<file path="config.mk">
export PLATFORM = sky130hd
export DESIGN_NAME = fwd_operand_unit
export DESIGN_NICKNAME = d
export VERILOG_FILES = /design/src/rtl/fwd_operand_unit.sv
export SDC_FILE = /design/constraint.sdc
export NUM_CORES = 1
export LEC_CHECK = 0
export CAP_MARGIN = 20
export CORE_ASPECT_RATIO = 1.2
export CORE_MARGIN = 3
export CORE_UTILIZATION = 42
export DETAILED_ROUTE_END_ITERATION = 7
export PLACE_DENSITY_LB_ADDON = 0.2
export SLEW_MARGIN = 10
export SYNTH_ARGS = -nofsm -noshare
export SYNTH_HDL_FRONTEND = slang
export SYNTH_SLANG_ARGS = --single-unit
</file>
<file path="constraint.sdc">
create_clock -name clk -period 2.9 [get_ports clk]
set_input_delay 0.435 -clock clk [delete_from_list [all_inputs] [get_ports clk]]
set_output_delay 0.435 -clock clk [all_outputs]
set_load 0.05 [all_outputs]
</file>
<file path="src/rtl/fwd_operand_unit.sv">
// fwd_operand_unit
// Resolves the rs/rt operands for the instruction in ID from the register
// file or a forwarding source, stalls ID while load data is not usable yet,
// and registers the resolved operands into the ID/EX boundary.
// Optional statistics counters are built only when FWD_STAT_EN is defined;
// otherwise stall_count and fwd_count are tied to zero.
//
// Handshake: an instruction in ID is accepted into EX on a rising edge when
// valid_inst_ID=1, flush=0 and stall_ID=0; that edge loads valid_EX=1 and
// both operands. Any other edge inserts a bubble (valid_EX=0) and leaves the
// operand registers unchanged.
module fwd_operand_unit #(
   parameter int WORD_SIZE = 16,
   parameter int CODE_SIZE = 6,
   parameter int MAX_WAIT  = 4
) (
   input  logic                 clk,
   input  logic                 reset,
   input  logic [CODE_SIZE-1:0] dep_code_rs,
   input  logic [CODE_SIZE-1:0] dep_code_rt,
   input  logic                 valid_inst_ID,
   input  logic                 flush,
   input  logic [WORD_SIZE-1:0] rs_data_ID,
   input  logic [WORD_SIZE-1:0] rt_data_ID,
   input  logic [WORD_SIZE-1:0] alu_result_EX,
   input  logic [WORD_SIZE-1:0] alu_result_MEM,
   input  logic [WORD_SIZE-1:0] mem_rdata_MEM,
   input  logic                 mem_rdata_valid,
   input  logic [WORD_SIZE-1:0] wb_data_WB,
   output logic                 stall_ID,
   output logic [WORD_SIZE-1:0] rs_val_EX,
   output logic [WORD_SIZE-1:0] rt_val_EX,
   output logic                 valid_EX,
   output logic                 load_timeout,
   output logic                 dep_err,
   output logic [15:0]          stall_count,
   output logic [15:0]          fwd_count,
   output logic                 fsm_state
);

   localparam logic [CODE_SIZE-1:0] CODE_NONE     = CODE_SIZE'(0);
   localparam logic [CODE_SIZE-1:0] CODE_ALU_EX   = CODE_SIZE'(1);
   localparam logic [CODE_SIZE-1:0] CODE_ALU_MEM  = CODE_SIZE'(2);
   localparam logic [CODE_SIZE-1:0] CODE_LOAD_EX  = CODE_SIZE'(3);
   localparam logic [CODE_SIZE-1:0] CODE_LOAD_MEM = CODE_SIZE'(4);
   localparam logic [CODE_SIZE-1:0] CODE_WB       = CODE_SIZE'(5);

   localparam logic [0:0] ST_RUN       = 1'b0;
   localparam logic [0:0] ST_WAIT_LOAD = 1'b1;

   localparam logic [3:0] WAIT_LIMIT = 4'(MAX_WAIT);

   // Resolution result for one operand: {needs_stall, forwarded, illegal, data}
   typedef struct packed {
      logic                 need;
      logic                 fwd;
      logic                 bad;
      logic [WORD_SIZE-1:0] data;
   } res_t;

   function automatic res_t resolve(input logic [CODE_SIZE-1:0] code,
                                    input logic [WORD_SIZE-1:0] reg_data);
      res_t r;
      r.need = 1'b0;
      r.fwd  = 1'b0;
      r.bad  = 1'b0;
      r.data = reg_data;
      case (code)
         CODE_NONE:    ;
         CODE_ALU_EX:  begin r.data = alu_result_EX;  r.fwd = 1'b1; end
         CODE_ALU_MEM: begin r.data = alu_result_MEM; r.fwd = 1'b1; end
         CODE_WB:      begin r.data = wb_data_WB;     r.fwd = 1'b1; end
         CODE_LOAD_EX: r.need = 1'b1;
         CODE_LOAD_MEM: begin
            r.fwd = 1'b1;
            if (mem_rdata_valid) r.data = mem_rdata_MEM;
            else                 r.need = 1'b1;
         end
         // Unknown codes fall back to register data and are flagged.
         default:      r.bad = 1'b1;
      endcase
      return r;
   endfunction

   res_t       rs_res;
   res_t       rt_res;
   logic       issue;
   logic [0:0] state;
   logic [0:0] state_next;
   logic [3:0] wait_cnt;
   logic [3:0] wait_cnt_next;

   // Operand resolution and the combinational stall / issue decisions
   always_comb begin
      rs_res   = resolve(dep_code_rs, rs_data_ID);
      rt_res   = resolve(dep_code_rt, rt_data_ID);
      stall_ID = ~reset & valid_inst_ID & ~flush & (rs_res.need | rt_res.need);
      issue    = valid_inst_ID & ~flush & ~stall_ID;
   end

   // Next state and wait counter; flush always returns the FSM to RUN
   always_comb begin
      state_next    = state;
      wait_cnt_next = 4'd0;
      case (state)
         ST_RUN: begin
            if (stall_ID) state_next = ST_WAIT_LOAD;
         end
         default: begin
            if (flush) begin
               state_next = ST_RUN;
            end else begin
               if (!stall_ID) state_next = ST_RUN;
               wait_cnt_next = (wait_cnt >= WAIT_LIMIT) ? WAIT_LIMIT : wait_cnt + 4'd1;
            end
         end
      endcase
   end

   assign fsm_state = state;

   // FSM, wait counter and the sticky status flags
   always_ff @(posedge clk or posedge reset) begin
      if (reset) begin
         state        <= ST_RUN;
         wait_cnt     <= 4'd0;
         load_timeout <= 1'b0;
         dep_err      <= 1'b0;
      end else begin
         state    <= state_next;
         wait_cnt <= wait_cnt_next;
         if (wait_cnt_next == WAIT_LIMIT) load_timeout <= 1'b1;
         if (valid_inst_ID && (rs_res.bad || rt_res.bad)) dep_err <= 1'b1;
      end
   end

   // ID/EX boundary: load on accepted issue, bubble otherwise
   always_ff @(posedge clk or posedge reset) begin
      if (reset) begin
         valid_EX  <= 1'b0;
         rs_val_EX <= '0;
         rt_val_EX <= '0;
      end else if (issue) begin
         valid_EX  <= 1'b1;
         rs_val_EX <= rs_res.data;
         rt_val_EX <= rt_res.data;
      end else begin
         valid_EX  <= 1'b0;
      end
   end

`ifdef FWD_STAT_EN
   // Saturating stall-cycle and forwarded-issue counters
   always_ff @(posedge clk or posedge reset) begin
      if (reset) begin
         stall_count <= 16'd0;
         fwd_count   <= 16'd0;
      end else begin
         if (stall_ID && stall_count != 16'hFFFF)
            stall_count <= stall_count + 16'd1;
         if (issue && (rs_res.fwd || rt_res.fwd) && fwd_count != 16'hFFFF)
            fwd_count <= fwd_count + 16'd1;
      end
   end
`else
   assign stall_count = 16'd0;
   assign fwd_count   = 16'd0;
`endif

endmodule

</file>
==> results of run 1 <==
[critical path: stages]
cell and delay, ns:
clkdlybuf4s50_1 0.49, or4b_2 0.66, a21oi_1 0.20, o31a_1 0.18, buf_4 0.12, buf_12 0.12
[layer usage]
layer | up-vias | routed length [µm] | share of wire [%] | global-route usage, %
li1 | 1428 | - | - | -
met1 | 1478 | 4050 | 38 | 29.7
met2 | 174 | 5360 | 51 | 43.4
met3 | 8 | 985 | 9.4 | 5.83
met4 | 0 | 127 | 1.2 | 9.03
met5 | - | 0 | 0 | 0
[sequential cells by signal (all words and copies together), names as in the netlist]
| signal | cells |
|---|---|
| dep_err | 1 |
| fsm_state | 1 |
| load_timeout | 1 |
| rs_val_EX | 16 |
| rt_val_EX | 16 |
| valid_EX | 1 |
| wait_cnt | 4 |
[synthesized netlist by cell type (3+ instances only)]
| cell type | count |
|---|---|
| a211o_1 | 5 |
| a21oi_1 | 3 |
| a221o_1 | 39 |
| a22o_1 | 20 |
| a32o_1 | 4 |
| buf_2 | 5 |
| buf_4 | 33 |
| buf_8 | 3 |
| clkbuf_1 | 14 |
| dfrtp_1 | 40 |
| inv_1 | 3 |
| mux2_2 | 3 |
| mux2_4 | 29 |
| nand2_1 | 35 |
| nor2_1 | 3 |
| nor3_1 | 18 |
| o21ai_0 | 17 |
[layout make-up]
cell class | count | area share [%]
clock buffer | 6 | 1.51
timing repair buffer | 177 | 36.0
tap | 87 | 2.27
sequential | 40 | 20.9
inverter | 3 | 0.235
multi-input combinational | 235 | 38.4
clock inverter | 2 | 0.730
[stage by stage]
step / power (mW) / TNS [ns]
floorplan: 1.31 / 0
global placement: 1.66 / 0
detailed placement: 1.67 / -0.00474
CTS: 2.13 / 0
global route: 2.20 / 0
finish: 2.12 / 0
[power by group]
part / leakage [nW] / internal (mW) / switching [mW]
clock network: 0.0552 / 0.256 / 0.202
registers: 0.481 / 0.635 / 0.0447
logic: 1.55 / 0.424 / 0.556
total: 2.09 / 1.31 / 0.803
[how the worst max path moves through the flow]
stage / from / to
6_report: dep_code_rt[0] / stall_ID
5_1_grt: dep_code_rt[0] / stall_ID
4_1_cts: dep_code_rs[5] / stall_ID
3_5_place_dp: dep_code_rs[4] / rs_val_EX[1]$_DFFE_PP0P_
3_3_place_gp: dep_code_rs[5] / rs_val_EX[5]$_DFFE_PP0P_
2_1_floorplan: dep_code_rt[0] / rs_val_EX[0]$_DFFE_PP0P_
[logic make-up after synthesis]
family / after synthesis / share of synthesized area (%)
other: 1 / 0.121
AOI/OAI and AO/OA: 94 / 25.8
and+or+nand+nor: 75 / 13.2
buffers and inverters: 60 / 12.9
DFF: 40 / 32.4
muxes: 32 / 15.2
adders and majority gates: 1 / 0.405
==> out/qor.txt, run 1 <==
core area = 6980 µm²
Vias/cell = 5.61
max-slew violation count = 0
Min-Delay Endpoint = load_timeout$_DFFE_PP0N_
crit-path max FO = 4
FILL cells = 554
Tot GR Track Use = 24.8%
async set-reset flop share out of synthesis = 100%
status = completed
WS Path Type = input pin to primary output
Synth area leaders = dfrtp_1 (32%), mux2_4 (14%), a221o_1 (13%)
critical path capture point type = primary output
area leader, netlist = dfrtp_1
grt total ovfl = 0
FF-to-FF path depth = 3
Max-slew headroom = 40.9%
initial drt markers = 148
postcts setup bufs = 0
area of the multi-input gates = 1840 µm²
Post-DRT Antenna Nets = 0
skew final = 0.000702 ns
Synth top area share = 32.4%
most frequent cells in the layout = clkdlybuf4s50_1 (148), dfrtp_1 (40), a221o_1 (39), nand2_1 (35), conb_1 (33)
Leak = 2.09 nW
Fin Hold WS = 0.463 ns
Core Util, Final = 68.7%
Max VDD drop = 0.263 mV
Seq/Total Area, Yosys = 32.4%
routed via count = 3,088
CTS tree = yes
FF+latch count, synth = 40
RSZ-0062 raised after global routing = false
Worst-Skew Late Latency = 0.28 ns
Req. time, crit path = 2.47 ns
DR pass1 iterations = 4
final setup vio count = 0
post-synthesis cell count = 303
Avg Cell Area, Syn = 10.2 µm²
FP Rows = 33
Hold Violations, Final = 0
clock slew at reported path FFs = 0.07 ns
root buffer cell = clkbuf_8
Worst R2R End = load_timeout$_DFFE_PP0N_
IO Pins = 182
DRC viols = 0
clock tree buffer depth = 2
Detailed Route WL = 10,500 µm
CTS Hold Bufs = 0
largest net degree at the start of global routing = 41
FF-to-FF setup slack = 1.81 ns
fin cells = 550
Slew @ Worst Pin = 0.885 ns
Starting Density = 44.3%
Hold Crit Class = flip-flop to flip-flop
Layout area overhead = 55.2%
IO Port Bufs = 149
layout cells sized above 1 = 17.1%
global-route wire length before repair = 16,500 µm
fmax = 0.377 GHz
Worst Hold Depth = 1
Post-layout nets = 576
Cell variety after synth = 40
vias in the first global route = 3,277
CTS buffer count = 5
Cell Area, Placed = 4680 µm²
H-tree Lvls = 2
crit path DAT = 2.22 ns
synth warn = 0
pre-CTS setup slack = -0.00474 ns
number of synthesized flops with an enable pin = 0
min Tclk post-route = 2.66 ns
cells resized by post-CTS repair = 0
Max Cap Violations = 0
GP Congestion = 0.842
average routed wire per standard cell = 19.1 µm
Post-Synthesis Cell Area = 3090 µm²
most common cell after layout, fill and taps aside = clkdlybuf4s50_1
placed cell count = 541
clock sinks = 40
FF+latch area = 1000 µm²
full die area = 8430 µm²
HP Start = load_timeout$_DFFE_PP0N_
die width = 84.3 µm
Post-synth top flop = dfrtp_1
Final Cycle Share = 91.6%
initial antenna violation count = 0
CP Launch Type = input pin
final setup margin = 0.244 ns
post-route cell area = 4800 µm²
PwrDens = 441 nW/µm²
R2R Path Start = wait_cnt[0]$_DFF_PP0_
DP Wirelength = 7920 µm
diode count = 0
chip height = 100 µm
Power figures use the tool's default switching activity.
==> inputs of run 2 (changes only) <==
--- a/config.mk
+++ b/config.mk
@@ -10,7 +10,7 @@
 export CORE_MARGIN = 3
 export CORE_UTILIZATION = 42
 export DETAILED_ROUTE_END_ITERATION = 7
-export PLACE_DENSITY_LB_ADDON = 0.2
+export PLACE_DENSITY = 0.93
 export SLEW_MARGIN = 10
 export SYNTH_ARGS = -nofsm -noshare
 export SYNTH_HDL_FRONTEND = slang
==> out/qor.txt, run 2 (synthesis results as in run 1) <==
status = completed
Max-slew headroom = 39.9% (-1.1 points)
FF+latch area = 1000 µm² (unchanged)
skew final = 0.00435 ns (+0.00365 ns)
Tot Pwr = 2.13 mW (+0.72%)
area of the multi-input gates = 1850 µm² (+0.34%)
average routed wire per standard cell = 20.1 µm (+5.0%)
Core Util, Final = 68.8% (+0.11 points)
global-route wire length before repair = 16,800 µm (+1.8%)
CTS Hold Bufs = 0 (unchanged)
initial drt markers = 166 (+12%)
HP Start = dep_err$_DFFE_PP0P_
Worst Hold Depth = 1 (unchanged)
fmax = 0.374 GHz (-0.79%)
Hold Violations, Final = 0 (unchanged)
root buffer cell = clkbuf_8
Slew @ Worst Pin = 0.901 ns (+0.0164 ns)
layout cells sized above 1 = 16.7% (-0.36 points)
diode count = 0 (unchanged)
largest net degree at the start of global routing = 36 (-12%)
final setup margin = 0.223 ns (-0.0210 ns)
Final Cycle Share = 92.3% (+0.73 points)
full die area = 8430 µm² (unchanged)
DR pass1 iterations = 5 (+1)
max-slew violation count = 0 (unchanged)
CTS buffer count = 5 (unchanged)
Layout area overhead = 55.4%
FF-to-FF setup slack = 1.77 ns (-0.04 ns)
core area = 6980 µm² (unchanged)
CP Launch Type = input pin
FF-to-FF path depth = 3 (unchanged)
Post-layout nets = 574 (-0.35%)
Vias/cell = 5.86 (+4.4%)
DP Wirelength = 8390 µm (+5.8%)
WS Path Type = input pin to primary output
Leak = 2.09 nW (-0.20%)
IO Pins = 182 (unchanged)
vias in the first global route = 3,258 (-0.58%)
FP Rows = 33 (unchanged)
clock tree buffer depth = 2 (unchanged)
initial antenna violation count = 0 (unchanged)
most common cell after layout, fill and taps aside = clkdlybuf4s50_1
FILL cells = 512 (-7.6%)
Max Cap Violations = 0 (unchanged)
Tot GR Track Use = 25.3% (+0.43 points)
crit path DAT = 2.24 ns (+0.02 ns)
post-route cell area = 4800 µm² (+0.16%)
grt total ovfl = 0 (unchanged)
DRC viols = 0 (unchanged)
chip height = 100 µm (unchanged)
Fin Hold WS = 0.459 ns (-0.00427 ns)
Worst-Skew Late Latency = 0.29 ns (about the same)
H-tree Lvls = 2 (unchanged)
GP Congestion = 0.902 (+7.1%)
R2R Path Start = wait_cnt[0]$_DFF_PP0_
Worst R2R End = load_timeout$_DFFE_PP0N_
largest registers = rs_val_EX: 16 flops, rt_val_EX: 16 flops, wait_cnt: 4 flops
Post-DRT Antenna Nets = 0 (unchanged)
clock slew at reported path FFs = 0.08 ns (about the same)
Detailed Route WL = 11,000 µm (+4.6%)
Hold Crit Class = flip-flop to flip-flop
most frequent cells in the layout = clkdlybuf4s50_1 (148), dfrtp_1 (40), a221o_1 (39), nand2_1 (35), conb_1 (33)
crit-path max FO = 2 (-2)
routed via count = 3,212 (+4.0%)
postcts setup bufs = 0 (unchanged)
IO Port Bufs = 149 (unchanged)
min Tclk post-route = 2.68 ns (+0.0210 ns)
CTS tree = yes
pre-CTS setup slack = -0.0767 ns (-0.0719 ns)
final setup vio count = 0 (unchanged)
clock sinks = 40 (unchanged)
Min-Delay Endpoint = dep_err$_DFFE_PP0P_
placed cell count = 539 (-0.37%)
die width = 84.3 µm (unchanged)
Cell Area, Placed = 4670 µm² (about the same)
critical path capture point type = primary output
cells resized by post-CTS repair = 0 (unchanged)
fin cells = 548 (-0.36%)
Fin Setup TNS = 0 ns (unchanged)
RSZ-0062 raised after global routing = false
Starting Density = 44.3% (unchanged)
Req. time, crit path = 2.47 ns (about the same)
Max VDD drop = 0.287 mV (+9.1%)
PwrDens = 444 nW/µm² (+0.56%)
[run 2: cell types whose count changed in the layout (fill, tap and decap cells not counted), sizes merged]
cell,previous run,this run
buf,29,27
clkbuf,6,5
clkinv,1,2
inv,3,2
clkinvlp,0,1
[run 2: cell type report]
| class | instances | area share, % |
|---|---|---|
| sequential | 40 | 20.8 |
| timing repair buffer | 175 | 35.9 |
| clock inverter | 3 | 0.886 |
| clock buffer | 5 | 1.43 |
| inverter | 3 | 0.234 |
| tap | 87 | 2.27 |
| multi-input combinational | 235 | 38.4 |
[run 2: power breakdown]
part           switching [mW]  internal (mW)  leakage (nW)
Sequential             0.0529          0.635         0.481
Clock                   0.204          0.255        0.0541
Combinational           0.560          0.426          1.55
Total                   0.817           1.32          2.09
[run 2: how the worst max path moves through the flow]
stage,from,end,slack (ns),cells past startpoint
after floorplan,dep_code_rt[0],rs_val_EX[0]$_DFFE_PP0P_,0.11,8
after global placement,dep_code_rs[5],rs_val_EX[13]$_DFFE_PP0P_,0.03,7
after detailed placement,dep_code_rt[5],rt_val_EX[10]$_DFFE_PP0P_,-0.08,6
after CTS,dep_code_rt[5],rt_val_EX[1]$_DFFE_PP0P_,0.23,6
after global routing,dep_code_rs[5],stall_ID,0.14,7
final,mem_rdata_valid,stall_ID,0.22,6
[run 2: metal layers]
layer	vias up	GRT usage (%)	share of wire, %
met5	-	0	0
met4	0	11.0	2.7
met3	29	6.08	11
met2	261	45.8	51
met1	1504	27.9	35
li1	1418	-	-
[run 2: critical path, stage by stage]
cell,delay [ns]
clkdlybuf4s50_1,0.46
or4b_2,0.67
a21oi_1,0.22
o31a_1,0.20
buf_4,0.12
buf_12,0.12
